===== config.mk =====
export PLATFORM = sky130hd
export DESIGN_NAME = mips_mc_controller_flat
export DESIGN_NICKNAME = d
export VERILOG_FILES = /design/src/rtl/mips_mc_controller_pkg.sv /design/src/rtl/mips_mc_controller_if.sv /design/src/rtl/mips_mc_controller.sv /design/src/flat_wrapper.sv
export SDC_FILE = /design/constraint.sdc
export NUM_CORES = 1
export LEC_CHECK = 0
export CORE_MARGIN = 2
export CORE_UTILIZATION = 47
export CTS_BUF_LIST = sky130_fd_sc_hd__clkbuf_2 sky130_fd_sc_hd__clkbuf_4 sky130_fd_sc_hd__clkbuf_8
export DETAILED_ROUTE_END_ITERATION = 16
export HOLD_SLACK_MARGIN = 0.05
export MAX_ROUTING_LAYER = met4
export PLACE_DENSITY = 0.88
export SLEW_MARGIN = 15
export SYNTH_ARGS = -nofsm -noshare
export SYNTH_HDL_FRONTEND = slang
export SYNTH_SLANG_ARGS = --single-unit

===== constraint.sdc =====
create_clock -name clk -period 3.6 [get_ports clk]
set_clock_uncertainty 0.1 [all_clocks]
set_input_delay 0.9 -clock clk [delete_from_list [all_inputs] [get_ports clk]]
set_output_delay 0.9 -clock clk [all_outputs]
set_load 0.05 [all_outputs]

===== src/rtl/mips_mc_controller_pkg.sv =====
// Shared constants for the multicycle MIPS controller: opcodes, FSM state encoding,
// ALU/PC/source-B mux selects and the beat-counter width helper.
package mips_mc_controller_pkg;

   typedef enum logic [3:0] {
      S_IDLE   = 4'd0,
      S_FETCH  = 4'd1,
      S_DECODE = 4'd2,
      S_MEMADR = 4'd3,
      S_LBRD   = 4'd4,
      S_LBWR   = 4'd5,
      S_SBWR   = 4'd6,
      S_RTEX   = 4'd7,
      S_RTWR   = 4'd8,
      S_BEQEX  = 4'd9,
      S_BNEEX  = 4'd10,
      S_JEX    = 4'd11,
      S_ADDIEX = 4'd12,
      S_ADDIWR = 4'd13,
      S_ILL    = 4'd14
   } state_t;

   localparam logic [5:0] OP_RTYPE = 6'b000000;
   localparam logic [5:0] OP_J     = 6'b000010;
   localparam logic [5:0] OP_BEQ   = 6'b000100;
   localparam logic [5:0] OP_BNE   = 6'b000101;
   localparam logic [5:0] OP_ADDI  = 6'b001000;
   localparam logic [5:0] OP_LB    = 6'b100000;
   localparam logic [5:0] OP_SB    = 6'b101000;

   localparam logic [1:0] ALUOP_ADD   = 2'b00;
   localparam logic [1:0] ALUOP_SUB   = 2'b01;
   localparam logic [1:0] ALUOP_FUNCT = 2'b10;

   localparam logic [1:0] PCSRC_ALU    = 2'b00;
   localparam logic [1:0] PCSRC_ALUOUT = 2'b01;
   localparam logic [1:0] PCSRC_JUMP   = 2'b10;

   localparam logic [1:0] SRCB_REGB  = 2'b00;
   localparam logic [1:0] SRCB_ONE   = 2'b01;
   localparam logic [1:0] SRCB_IMM   = 2'b10;
   localparam logic [1:0] SRCB_IMMSH = 2'b11;

   // A single-beat fetch still needs a one-bit counter.
   function automatic int beat_w(input int beats);
      return (beats > 1) ? $clog2(beats) : 1;
   endfunction

endpackage


===== src/rtl/mips_mc_controller_if.sv =====
// Controller <-> datapath/memory bundle; master is the controller side.
// irwrite carries one lane enable per fetch beat (32/WIDTH lanes).
interface mips_mc_controller_if #(parameter int WIDTH = 8);
   localparam int BEATS = 32 / WIDTH;

   logic [5:0]       op;
   logic             zero;
   logic             mem_ready;
   logic             memread;
   logic             memwrite;
   logic             alusrca;
   logic [1:0]       alusrcb;
   logic [1:0]       aluop;
   logic [1:0]       pcsource;
   logic             iord;
   logic             memtoreg;
   logic             regwrite;
   logic             regdst;
   logic [BEATS-1:0] irwrite;
   logic             pcen;
   logic             illegal;

   modport master (
      input  op, zero, mem_ready,
      output memread, memwrite, alusrca, alusrcb, aluop, pcsource, iord,
             memtoreg, regwrite, regdst, irwrite, pcen, illegal
   );

   modport slave (
      output op, zero, mem_ready,
      input  memread, memwrite, alusrca, alusrcb, aluop, pcsource, iord,
             memtoreg, regwrite, regdst, irwrite, pcen, illegal
   );
endinterface


===== src/rtl/mips_mc_controller.sv =====
// Multicycle MIPS control FSM; fetch takes 32/WIDTH beats, each gated by mem_ready.
// Memory states (FETCH/LBRD/SBWR) hold until mem_ready; all other states ignore it.
module mips_mc_controller
   import mips_mc_controller_pkg::*;
#(
   parameter int WIDTH = 8
) (
   input  logic                 clk,
   input  logic                 rst,
   mips_mc_controller_if.master bus
);
   localparam int BEATS = 32 / WIDTH;
   localparam int BW    = beat_w(BEATS);

   state_t        state, state_nxt;
   logic [BW-1:0] beat, beat_nxt;
   logic          last_beat;

   assign last_beat = (beat == BW'(BEATS - 1));

   always_ff @(posedge clk or negedge rst) begin
      if (!rst) begin
         state <= S_IDLE;
         beat  <= '0;
      end else begin
         state <= state_nxt;
         beat  <= beat_nxt;
      end
   end

   always_comb begin
      state_nxt = state;
      beat_nxt  = beat;
      unique case (state)
         S_IDLE:   state_nxt = S_FETCH;
         S_FETCH: begin
            if (bus.mem_ready) begin
               if (last_beat) begin
                  beat_nxt  = '0;
                  state_nxt = S_DECODE;
               end else begin
                  beat_nxt = beat + BW'(1);
               end
            end
         end
         S_DECODE: begin
            unique case (bus.op)
               OP_LB, OP_SB: state_nxt = S_MEMADR;
               OP_RTYPE:     state_nxt = S_RTEX;
               OP_BEQ:       state_nxt = S_BEQEX;
               OP_BNE:       state_nxt = S_BNEEX;
               OP_J:         state_nxt = S_JEX;
               OP_ADDI:      state_nxt = S_ADDIEX;
               default:      state_nxt = S_ILL;
            endcase
         end
         S_MEMADR: state_nxt = (bus.op == OP_SB) ? S_SBWR : S_LBRD;
         S_LBRD:   if (bus.mem_ready) state_nxt = S_LBWR;
         S_SBWR:   if (bus.mem_ready) state_nxt = S_FETCH;
         S_RTEX:   state_nxt = S_RTWR;
         S_ADDIEX: state_nxt = S_ADDIWR;
         S_LBWR, S_RTWR, S_BEQEX, S_BNEEX, S_JEX, S_ADDIWR, S_ILL:
                   state_nxt = S_FETCH;
         default:  state_nxt = S_IDLE;
      endcase
   end

   always_comb begin
      bus.memread  = 1'b0;
      bus.memwrite = 1'b0;
      bus.alusrca  = 1'b0;
      bus.alusrcb  = SRCB_REGB;
      bus.aluop    = ALUOP_ADD;
      bus.pcsource = PCSRC_ALU;
      bus.iord     = 1'b0;
      bus.memtoreg = 1'b0;
      bus.regwrite = 1'b0;
      bus.regdst   = 1'b0;
      bus.irwrite  = '0;
      bus.pcen     = 1'b0;
      bus.illegal  = 1'b0;
      unique case (state)
         S_FETCH: begin
            bus.memread = 1'b1;
            bus.alusrcb = SRCB_ONE;
            if (bus.mem_ready) begin
               bus.irwrite = BEATS'(1) << beat;
               bus.pcen    = 1'b1;
            end
         end
         S_DECODE: bus.alusrcb = SRCB_IMMSH;
         S_MEMADR, S_ADDIEX: begin
            bus.alusrca = 1'b1;
            bus.alusrcb = SRCB_IMM;
         end
         S_LBRD: begin
            bus.memread = 1'b1;
            bus.iord    = 1'b1;
         end
         S_LBWR: begin
            bus.regwrite = 1'b1;
            bus.memtoreg = 1'b1;
         end
         S_SBWR: begin
            bus.memwrite = 1'b1;
            bus.iord     = 1'b1;
         end
         S_RTEX: begin
            bus.alusrca = 1'b1;
            bus.aluop   = ALUOP_FUNCT;
         end
         S_RTWR: begin
            bus.regwrite = 1'b1;
            bus.regdst   = 1'b1;
         end
         // Branch target was parked in ALUOut during DECODE; the compare runs now.
         S_BEQEX, S_BNEEX: begin
            bus.alusrca  = 1'b1;
            bus.aluop    = ALUOP_SUB;
            bus.pcsource = PCSRC_ALUOUT;
            bus.pcen     = (state == S_BEQEX) ? bus.zero : ~bus.zero;
         end
         S_JEX: begin
            bus.pcsource = PCSRC_JUMP;
            bus.pcen     = 1'b1;
         end
         S_ADDIWR: bus.regwrite = 1'b1;
         S_ILL:    bus.illegal  = 1'b1;
         default: ;
      endcase
   end

endmodule

===== src/flat_wrapper.sv =====
// flat-port wrapper written by rule: the top's interface ports become plain ports
module mips_mc_controller_flat import mips_mc_controller_pkg::*;
#(
   parameter int WIDTH = 8
)
  (clk, rst, bus_op, bus_zero, bus_mem_ready, bus_memread, bus_memwrite, bus_alusrca, bus_alusrcb, bus_aluop, bus_pcsource, bus_iord, bus_memtoreg, bus_regwrite, bus_regdst, bus_irwrite, bus_pcen, bus_illegal);
  mips_mc_controller_if #(.WIDTH(WIDTH)) bus_i ();
  input  logic clk;
  input  logic rst;
  input wire logic [$bits(bus_i.op)-1:0] bus_op;
  input wire logic [$bits(bus_i.zero)-1:0] bus_zero;
  input wire logic [$bits(bus_i.mem_ready)-1:0] bus_mem_ready;
  output wire logic [$bits(bus_i.memread)-1:0] bus_memread;
  output wire logic [$bits(bus_i.memwrite)-1:0] bus_memwrite;
  output wire logic [$bits(bus_i.alusrca)-1:0] bus_alusrca;
  output wire logic [$bits(bus_i.alusrcb)-1:0] bus_alusrcb;
  output wire logic [$bits(bus_i.aluop)-1:0] bus_aluop;
  output wire logic [$bits(bus_i.pcsource)-1:0] bus_pcsource;
  output wire logic [$bits(bus_i.iord)-1:0] bus_iord;
  output wire logic [$bits(bus_i.memtoreg)-1:0] bus_memtoreg;
  output wire logic [$bits(bus_i.regwrite)-1:0] bus_regwrite;
  output wire logic [$bits(bus_i.regdst)-1:0] bus_regdst;
  output wire logic [$bits(bus_i.irwrite)-1:0] bus_irwrite;
  output wire logic [$bits(bus_i.pcen)-1:0] bus_pcen;
  output wire logic [$bits(bus_i.illegal)-1:0] bus_illegal;
  assign bus_i.op = bus_op;
  assign bus_i.zero = bus_zero;
  assign bus_i.mem_ready = bus_mem_ready;
  assign bus_memread = bus_i.memread;
  assign bus_memwrite = bus_i.memwrite;
  assign bus_alusrca = bus_i.alusrca;
  assign bus_alusrcb = bus_i.alusrcb;
  assign bus_aluop = bus_i.aluop;
  assign bus_pcsource = bus_i.pcsource;
  assign bus_iord = bus_i.iord;
  assign bus_memtoreg = bus_i.memtoreg;
  assign bus_regwrite = bus_i.regwrite;
  assign bus_regdst = bus_i.regdst;
  assign bus_irwrite = bus_i.irwrite;
  assign bus_pcen = bus_i.pcen;
  assign bus_illegal = bus_i.illegal;
  mips_mc_controller #(.WIDTH(WIDTH)) u_core (.clk(clk), .rst(rst), .bus(bus_i));
endmodule

### Yosys cells after proc, flatten, opt, wreduce, memory -nomap -nowiden

Index checks and enable logic that the tools add are counted.

| operators by class | value |
|---|---|
| bitwise gates (word level) | 1 |
| reductions and logical operators | 12 |
| $add $sub $neg | 1 |
| shift operators | 1 |
| muxes and demuxes | 24 |
| multiply operators | 0 |
| divide/modulo/power cells | 0 |
| equal/unequal tests | 25 |
| order comparisons | 0 |

Operators by type and width:

| operator | count |
|---|---|
| 4-bit one-hot mux with 8 select lines | 1 |
| 4-bit == test, second input constant | 7 |
| 4-bit two-way mux | 6 |
| 4-bit one-hot mux with 6 select lines | 1 |
| 4-bit by 3-bit == test with 1-bit output, second input constant | 4 |
| 6-bit by 3-bit == test with 1-bit output, second input constant | 2 |
| 6-bit == test, second input constant | 2 |
| 1-bit two-way mux | 10 |
| 2-bit OR reduction | 5 |
| 4-bit by 2-bit == test with 1-bit output, second input constant | 2 |
| 2-bit one-hot mux with 2 select lines | 2 |
| 8-bit OR reduction | 1 |
| 6-bit by 2-bit == test with 1-bit output, second input constant | 1 |
| 6-bit by 4-bit == test with 1-bit output, second input constant | 1 |
| 6-bit logical NOT | 1 |
| 2-bit != test, second input constant | 3 |
| 2-bit one-hot mux with 3 select lines | 1 |
| 5-bit OR reduction | 1 |
| 4-bit by 1-bit == test with 1-bit output, second input constant | 1 |
| 4-bit logical NOT | 1 |
| 2-bit two-way mux | 2 |
| 4-bit AND reduction | 1 |
| 1-bit by 2-bit << shifter with 4-bit output, first input constant | 1 |
| 1-bit one-hot mux with 3 select lines | 1 |
| 6 further kinds | 6 |

| word-level totals | value |
|---|---|
| word-level logic and storage cells | 66 |
| register bits after elaboration | 6 |
| memories kept | 0 |
| RAM bits | 0 |
| latch bits | 0 |
| bits in read-only memories | 0 |
| input port bits | 10 |

### Longest topological paths before layout

Gate-level depths: netlist (run 1).

| depth | value |
|---|---|
| depth after elaboration | 4 |
| mapped depth | 6 |
| mapped depth without buffers | 4 |

### Worst setup path before layout (run 1)

Ideal clock, no wire load.

| timing path | value |
|---|---|
| path type | register to output |
| start | reg u_core.state[1] |
| end | out bus_alusrca |
| stages on the path, launching flop included | 6 |
| data arrival time | 1.950 ns |
| path slack | 0.650 ns |
| required time | 2.600 ns |
| cell sequence | dfrtp_1 buf_2 buf_2 xor2_1 nand2_1 o21ai_0 |

| on the way | value |
|---|---|
| word-level cells in the longest chain between the ends | 3 |
| elaborated cells on any way between the ends | 7 |

RTL lines:

| element | RTL line | text |
|---|---|---|
| from (decl) | mips_mc_controller.sv:15 | `state_t state, state_nxt;` |
| from (signal assigned) | mips_mc_controller.sv:26 | `state <= state_nxt;` |
| 4-bit by 2-bit == test with 1-bit output, or another cell as far along | mips_mc_controller.sv:82 | `unique case (state)` |
| 5-bit OR reduction (no line) * | n/a |  |
| 1-bit two-way mux * | mips_mc_controller.sv:82 |  |
| to (decl) | flat_wrapper.sv:15 | `output wire logic [$bits(bus_i.alusrca)-1:0] bus_alusrca;` |

Mark *: on every way between the ends. The rest lies on a longest branch, timed or not.

### Worst setup path after layout (run 1)

| timing path | value |
|---|---|
| start | reg u_core.state[1] |
| end | out bus_alusrcb[0] |

| on the way | value |
|---|---|
| word-level cells in the longest chain between the ends | 3 |
| elaborated cells on any way between the ends | 6 |

RTL lines:

| element | RTL line | text |
|---|---|---|
| 4-bit by 2-bit == test with 1-bit output / 4-bit == test (equally long branches) | mips_mc_controller.sv:82 |  |
| 2-bit OR reduction | mips_mc_controller.sv:82 |  |
| 2-bit one-hot mux with 3 select lines * | mips_mc_controller.sv:82 |  |
| to (decl) | flat_wrapper.sv:16 | `output wire logic [$bits(bus_i.alusrcb)-1:0] bus_alusrcb;` |

Marked as above.

==> results of run 1 <==
==> worst max-delay path, stage by stage (launching register included) <==
cell                              delay [ps]
sky130_fd_sc_hd__dfrtp_1                 670
sky130_fd_sc_hd__nand2b_1                340
sky130_fd_sc_hd__a21boi_0                260
sky130_fd_sc_hd__clkdlybuf4s50_1         830
==> routing by layer <==
metal / routed length (um) / share of wire, % / up-vias
met3: 57 / 3.5 / 3
met5: 0 / 0 / -
met1: 674 / 41 / 347
li1: - / - / 375
met4: 14 / 0.86 / 0
met2: 884 / 54 / 27
==> cell families after synthesis <==
family                     share of synthesized area [%]
AOI/OAI and AO/OA                                   24.3
xor gates and xnor gates                            3.67
adders and majority gates                           6.98
buffers and inverters                               6.11
DFF                                                 20.9
muxes                                               7.33
and+or+nand+nor                                     30.7
==> power groups by stage <==
stage               logic, W  clock network, W  registers, W
global placement    0.000643                 0      0.000170
CTS                 0.000656         0.0000604      0.000173
global route        0.000696         0.0000641      0.000183
floorplan           0.000504                 0      0.000113
detailed placement  0.000655                 0      0.000175
finish              0.000651         0.0000590      0.000173
==> worst min path at each step <==
stage,start,end,slack (ps),cells after the start
5_1_grt,u_core.beat[1]$_DFFE_PN0P_,u_core.beat[1]$_DFFE_PN0P_,520,1
2_1_floorplan,u_core.beat[1]$_DFFE_PN0P_,u_core.beat[1]$_DFFE_PN0P_,410,1
3_5_place_dp,u_core.beat[1]$_DFFE_PN0P_,u_core.beat[1]$_DFFE_PN0P_,490,1
3_3_place_gp,u_core.beat[1]$_DFFE_PN0P_,u_core.beat[1]$_DFFE_PN0P_,440,1
6_report,u_core.beat[0]$_DFFE_PN0P_,u_core.beat[0]$_DFFE_PN0P_,490,1
4_1_cts,u_core.beat[1]$_DFFE_PN0P_,u_core.beat[1]$_DFFE_PN0P_,500,1
==> flip-flops by register name, summed over array words and instances, names as in the netlist <==
| signal | count |
|---|---|
| u_core.state | 4 |
| u_core.beat | 2 |
==> cells in the final DEF, fill, tap and decap left out, types with 3 or more instances in the layout <==
cell type,count
sky130_fd_sc_hd__buf_12,5
sky130_fd_sc_hd__mux2i_1,3
sky130_fd_sc_hd__a21oi_1,6
sky130_fd_sc_hd__nor2_1,16
sky130_fd_sc_hd__clkdlybuf4s50_1,23
sky130_fd_sc_hd__nand2b_1,4
sky130_fd_sc_hd__nand2_1,8
sky130_fd_sc_hd__dfrtp_1,6
sky130_fd_sc_hd__clkbuf_4,3
sky130_fd_sc_hd__ha_1,4
sky130_fd_sc_hd__and2_1,5
==> final cells by class <==
cell class | instances | area (um2) | share of cell area (%)
Multi-Input combinational cell | 79 | 523 | 49.6
Timing Repair Buffer | 28 | 330 | 31.4
Sequential cell | 6 | 150 | 14.3
Clock buffer | 3 | 22.5 | 2.14
Tap cell | 16 | 20.0 | 1.90
Inverter | 2 | 7.51 | 0.713
==> per-stage QoR <==
step	hold slack, ps	cells
after global routing	524	134
after floorplan	412	94
after CTS	497	134
final	488	134
after detailed placement	488	131
after global placement	439	131
==> reports/qor.txt, run 1 <==
Outcome: completed
Post-cts hold buffer count: 0
Post-DRT Antenna Nets: 0
Number of cells produced by synthesis: 94
Via/cell ratio: 5.61
Most used standard cells in the synthesized netlist: sky130_fd_sc_hd__nor2_1, sky130_fd_sc_hd__nand2_1, sky130_fd_sc_hd__a21oi_1, sky130_fd_sc_hd__dfrtp_1
Initial detailed-routing violation count: 22
Fraction of power consumed by combinational cells: 73.7%
Count of synthesis-stage warnings from yosys: 0
Launching element of the worst setup path: u_core.state[1]$_DFFE_PN0P_
Area contributors post-synth: sky130_fd_sc_hd__dfrtp_1, sky130_fd_sc_hd__nor2_1, sky130_fd_sc_hd__ha_1, sky130_fd_sc_hd__and2_1, sky130_fd_sc_hd__a21oi_1
Global-route track usage on met1: 24.3%
Register share of total power: 19.6%
Count of H-tree levels built during CTS: 1
Final critical delay including setup and external delays: 3340 ps
GRT Overall Usage: 21.2%
Total setup buffers inserted after CTS: 0
Bufs on Longest Clock Path: 2
Max Cap Violations: 0
Total count of max-transition violations in the final report: 0
DR vias: 752
Layout filler cell count: 113
Reg-to-Reg Start: u_core.state[1]$_DFFE_PN0P_
Standard-cell rows: 14
Total die area: 0.00185 mm2
Setup crit end kind: output port
Most Crowded Layer GR: met2
Period utilization: 92.8%
Biggest area consumer among synthesized cells: sky130_fd_sc_hd__dfrtp_1
Net switching component of the power: 0.000491 W
DR DRC count: 0
R2r endpoint: u_core.beat[1]$_DFFE_PN0P_
Netlist area before placement: 717 um2
Ys flop type: sky130_fd_sc_hd__dfrtp_1
Maximum number of pins on one net before global-route repair: 18
Residual overflow from global routing: 0
Worst setup margin: 260 ps
Placement-stage cell area: 0.00103 mm2
Portion of synthesized cell area occupied by the leading cell type: 20.9%
Synthesized area per cell: 7.63 um2
Routed WL per cell: 12.2 um
Type of the worst setup path: reg2out
Total leakage power: 0.416 nW
Fraction of power spent switching nets: 55.6%
Iteration count of the initial detailed-routing pass: 4
Diodes inserted: 0
PD cells: 838 mW/mm2
Die X-Extent: 43.1 um
Area delta synth->final: 46.9%
Worst hold path type: reg2reg
Number of port buffers: 28
Antenna violations before repair: 0
Clock network power share: 6.7%
Most frequently used cell type in the post-synthesis netlist: sky130_fd_sc_hd__nor2_1
R2R cell count: 3
Sink count of the clock tree: 6
# nets final: 134
Hold violation total from the final report: 0
Proportion of layout cells with a drive suffix above 1: 12.7%
Wire length of the first global-routing pass: 2.93 mm
RD Place Congestion: 0.872
Starting Density: 48.7%
Worst IR drop on VDD: 0.511 mV
Relative max-transition margin: 64.0%
Unrepaired setup endpoints after global routing: false
Worst slack, placed: 459 ps
Launching element type of the critical path: register
Cell at the root of the clock tree: sky130_fd_sc_hd__clkbuf_4
Highest clock rate: 0.299 GHz
Setup total negative slack: 0 ps
Number of buffers created by CTS: 3
Post-synth net total: 108
Met3 usage in global routing: 3.83%
Clock tree from TritonCTS: yes
Final core area utilization: 71.6%
Final wirelength: 1.63 mm
Crit path to: bus_alusrcb[0]
Later-pin clock latency in the skew report: 240 ps
Cell-internal power: 0.000392 W
Core area: 0.00147 mm2
Number of synthesized flops with an enable pin: 0
Final standard cell area without fillers: 0.00105 mm2
Register-to-Register Setup Slack: 1800 ps
Sequential area share after synthesis: 20.9%
Data arrival time of the critical path: 2340 ps
Fraction of met2 tracks used by global routing: 36.7%
Overall power: 0.000883 W
Clock edge transition at the registers on the reported setup and hold paths: 40 ps
Die Y-Extent: 43.1 um
Flip-flop and latch count after synthesis: 6
Top fanout value on the critical path: 17
Async SR Flop Fraction: 100%
Required time at the worst-slack endpoint: 2600 ps
Final HPWL from detailed placement: 1.32 mm
I/O Pins: 29
Setup violation total in the final timing report: 0
Slew at the pin closest to its max-slew limit: 540 ps
Unique masters post-synth: 36
Via count of the first global-routing pass: 696
Count of instances resized after the clock tree is built: 0
No activity file was read; power rests on OpenSTA's default activity.
==> run 2, diff against run 1 <==
--- a/config.mk
+++ b/config.mk
@@ -9,10 +9,13 @@
 export CORE_UTILIZATION = 47
 export CTS_BUF_LIST = sky130_fd_sc_hd__clkbuf_2 sky130_fd_sc_hd__clkbuf_4 sky130_fd_sc_hd__clkbuf_8
 export DETAILED_ROUTE_END_ITERATION = 16
+export GPL_TIMING_DRIVEN = 0
 export HOLD_SLACK_MARGIN = 0.05
 export MAX_ROUTING_LAYER = met4
 export PLACE_DENSITY = 0.88
+export SETUP_SLACK_MARGIN = 0.1
 export SLEW_MARGIN = 15
 export SYNTH_ARGS = -nofsm -noshare
 export SYNTH_HDL_FRONTEND = slang
 export SYNTH_SLANG_ARGS = --single-unit
+export TNS_END_PERCENT = 10
==> run 2 against run 1 <==
Non-clock buffer count increased by 7. Sequential share of layout area grew 0.28 points. Sequential power down 32%. Maximum frequency fell by 4.0%. Utilization is 1.4 points lower. Largest cell class unchanged. Final cell count grew 5.2%. Via count increased by 11%. Highest routed layer unchanged. Global-route usage increased by 1.2 points.
==> reports/qor.txt, run 2 (synthesis gave the netlist of run 1 again) <==
Outcome: completed
Antenna violations before repair: 0 (unchanged)
Cell-internal power: 0.000370 W (-5.6%)
Cell at the root of the clock tree: sky130_fd_sc_hd__clkbuf_4
Post-cts hold buffer count: 0 (unchanged)
Hold violation total from the final report: 0 (unchanged)
Clock network power share: 7.2% (+0.5 points)
Final HPWL from detailed placement: 1.41 mm (+7.0%)
Slowest CP cell: sky130_fd_sc_hd__clkdlybuf4s50_1
# nets final: 141 (+5.2%)
Diodes inserted: 0 (unchanged)
Launching element of the worst setup path: bus_mem_ready
Die Y-Extent: 43.1 um (unchanged)
Total count of max-transition violations in the final report: 0 (unchanged)
DR vias: 831 (+11%)
RD Place Congestion: 0.848 (-2.8%)
Max Cap Violations: 0 (unchanged)
Final core area utilization: 70.2% (-1.4 points)
Reg-to-Reg Start: u_core.state[1]$_DFFE_PN0P_
Worst setup margin: 121 ps (-139 ps)
DR DRC count: 0 (unchanged)
Net switching component of the power: 0.000494 W (+0.54%)
Count of H-tree levels built during CTS: 1 (unchanged)
Worst hold path type: reg2reg
GRT Overall Usage: 22.4% (+1.2 points)
Launching element type of the critical path: input pin
Bufs on Longest Clock Path: 2 (unchanged)
Max reg flops: 4 (unchanged)
Type of the worst setup path: in2out
PD cells: 836 mW/mm2 (-0.30%)
Delay contributed by the slowest stage of the critical path: 640 ps (-190 ps)
Iteration count of the initial detailed-routing pass: 4 (unchanged)
Routed WL per cell: 12.7 um (+4.0%)
Standard-cell rows: 14 (unchanged)
Register-to-Register Setup Slack: 1990 ps (+190 ps)
Number of port buffers: 28 (unchanged)
Area delta synth->final: 44.2%
Starting Density: 48.7% (unchanged)
Required time at the worst-slack endpoint: 2600 ps (about the same)
Unrepaired setup endpoints after global routing: true
Final critical delay including setup and external delays: 3480 ps (+139 ps)
Setup violation total in the final timing report: 0 (unchanged)
Setup total negative slack: 0 ps (unchanged)
Initial detailed-routing violation count: 16 (-27%)
Wire length of the first global-routing pass: 3.09 mm (+5.4%)
Largest registers ranked by flip-flop count: u_core.state (4), u_core.beat (2)
Worst IR drop on VDD: 0.489 mV (-4.3%)
Post-DRT Antenna Nets: 0 (unchanged)
Fraction of power consumed by combinational cells: 79.1% (+5.4 points)
Via count of the first global-routing pass: 740 (+6.3%)
Commonest cells after routing, fill and taps aside: sky130_fd_sc_hd__clkdlybuf4s50_1, sky130_fd_sc_hd__nor2_1, sky130_fd_sc_hd__nand2_1, sky130_fd_sc_hd__a21oi_1, sky130_fd_sc_hd__dfrtp_1
Register share of total power: 13.6% (-6.0 points)
Number of buffers created by CTS: 3 (unchanged)
Highest clock rate: 0.287 GHz (-4.0%)
Final wirelength: 1.78 mm (+9.4%)
I/O Pins: 29 (unchanged)
Fraction of power spent switching nets: 57.1% (+1.6 points)
R2r endpoint: u_core.beat[0]$_DFFE_PN0P_
Proportion of layout cells with a drive suffix above 1: 13.6% (+0.89 points)
Maximum number of pins on one net before global-route repair: 11 (-7)
Worst slack, placed: -179 ps (-638 ps)
Period utilization: 96.6% (+3.9 points)
Crit path to: bus_irwrite[1]
Via/cell ratio: 5.89 (+5.0%)
Residual overflow from global routing: 0 (unchanged)
Sink count of the clock tree: 6 (unchanged)
Total leakage power: 0.428 nW (+2.9%)
Core area: 0.00147 mm2 (unchanged)
Setup crit end kind: output port
Commonest non-fill, non-tap cell in the layout: sky130_fd_sc_hd__clkdlybuf4s50_1
Die X-Extent: 43.1 um (unchanged)
Data arrival time of the critical path: 2480 ps (+140 ps)
Overall power: 0.000864 W (-2.2%)
Sequence of cells on the critical path: clkdlybuf4s50_1 > nand2_1 > nor2_2 > and2_1 > clkdlybuf4s15_1
Layout filler cell count: 124 (+9.7%)
Clock tree from TritonCTS: yes
R2R cell count: 4 (+1)
WHS: 459 ps (-28.9 ps)
Top fanout value on the critical path: 7 (-10)
Total die area: 0.00185 mm2 (unchanged)
Slew at the pin closest to its max-slew limit: 502 ps (-38.8 ps)
Clock edge transition at the registers on the reported setup and hold paths: 40 ps (about the same)
Later-pin clock latency in the skew report: 250 ps (about the same)
Total setup buffers inserted after CTS: 0 (unchanged)
Register with the most flip-flops: u_core.state
Relative max-transition margin: 66.5% (+2.5 points)
[run 2: cell count changes in the layout (fill, tap and decap cells not counted), sizes merged]
cell           change
clkdlybuf4s15      +3
buf                +2
clkbuf             +1
dlygate4sd2        +1
[run 2: cell type report]
cell class / instances / area [um2] / share of cell area, %
Buffer: 7 / 36.3 / 3.51
Clock buffer: 3 / 22.5 / 2.18
Inverter: 2 / 7.51 / 0.726
Multi-Input combinational cell: 79 / 523 / 50.6
Sequential cell: 6 / 150 / 14.5
Tap cell: 16 / 20.0 / 1.94
Timing Repair Buffer: 28 / 274 / 26.5
[run 2: worst max-delay path: cells and delay by family]
| kind | cells | cell delay [ps] |
|---|---|---|
| buf+inv | 2 | 1130 |
| simple gates | 3 | 450 |
[run 2: metal layers]
metal | routed length, um | up-vias | GRT usage, %
met5 | 0 | - | -
met2 | 915 | 35 | 38.5
met1 | 720 | 400 | 25.1
met4 | 19 | 0 | 9.70
li1 | - | 394 | -
met3 | 129 | 2 | 4.26
[run 2: worst min-delay path by stage]
stage                                     startpoint                    endpoint  slack [ps]  depth (start not counted)
after floorplan           u_core.beat[1]$_DFFE_PN0P_  u_core.beat[1]$_DFFE_PN0P_         410                          1
after global placement    u_core.beat[1]$_DFFE_PN0P_  u_core.beat[1]$_DFFE_PN0P_         430                          1
after detailed placement  u_core.beat[1]$_DFFE_PN0P_  u_core.beat[1]$_DFFE_PN0P_         460                          1
after CTS                 u_core.beat[1]$_DFFE_PN0P_  u_core.beat[1]$_DFFE_PN0P_         460                          1
after global routing      u_core.beat[1]$_DFFE_PN0P_  u_core.beat[1]$_DFFE_PN0P_         500                          1
final                     u_core.beat[1]$_DFFE_PN0P_  u_core.beat[1]$_DFFE_PN0P_         460                          1
[run 2: repair_timing]
action,in CTS,in global routing
gates resized for setup,5,5
endpoints found under the setup margin,5,4
endpoints found under the hold margin,0,0
[run 2: metrics by stage]
step           instance area, um2  instances
6_report                     1030        141
5_1_grt                      1030        141
4_1_cts                      1030        141
3_5_place_dp                 1020        138
3_3_place_gp                 1020        138
2_1_floorplan                 717         94
[run 2: power by group through the flow]
| stage | logic [W] | clock network, W | registers [W] |
|---|---|---|---|
| 2_1_floorplan | 0.000504 | 0 | 0.000113 |
| 3_3_place_gp | 0.000676 | 0 | 0.000116 |
| 3_5_place_dp | 0.000694 | 0 | 0.000119 |
| 5_1_grt | 0.000738 | 0.0000659 | 0.000122 |
| 6_report | 0.000684 | 0.0000622 | 0.000118 |
| 4_1_cts | 0.000684 | 0.0000615 | 0.000118 |
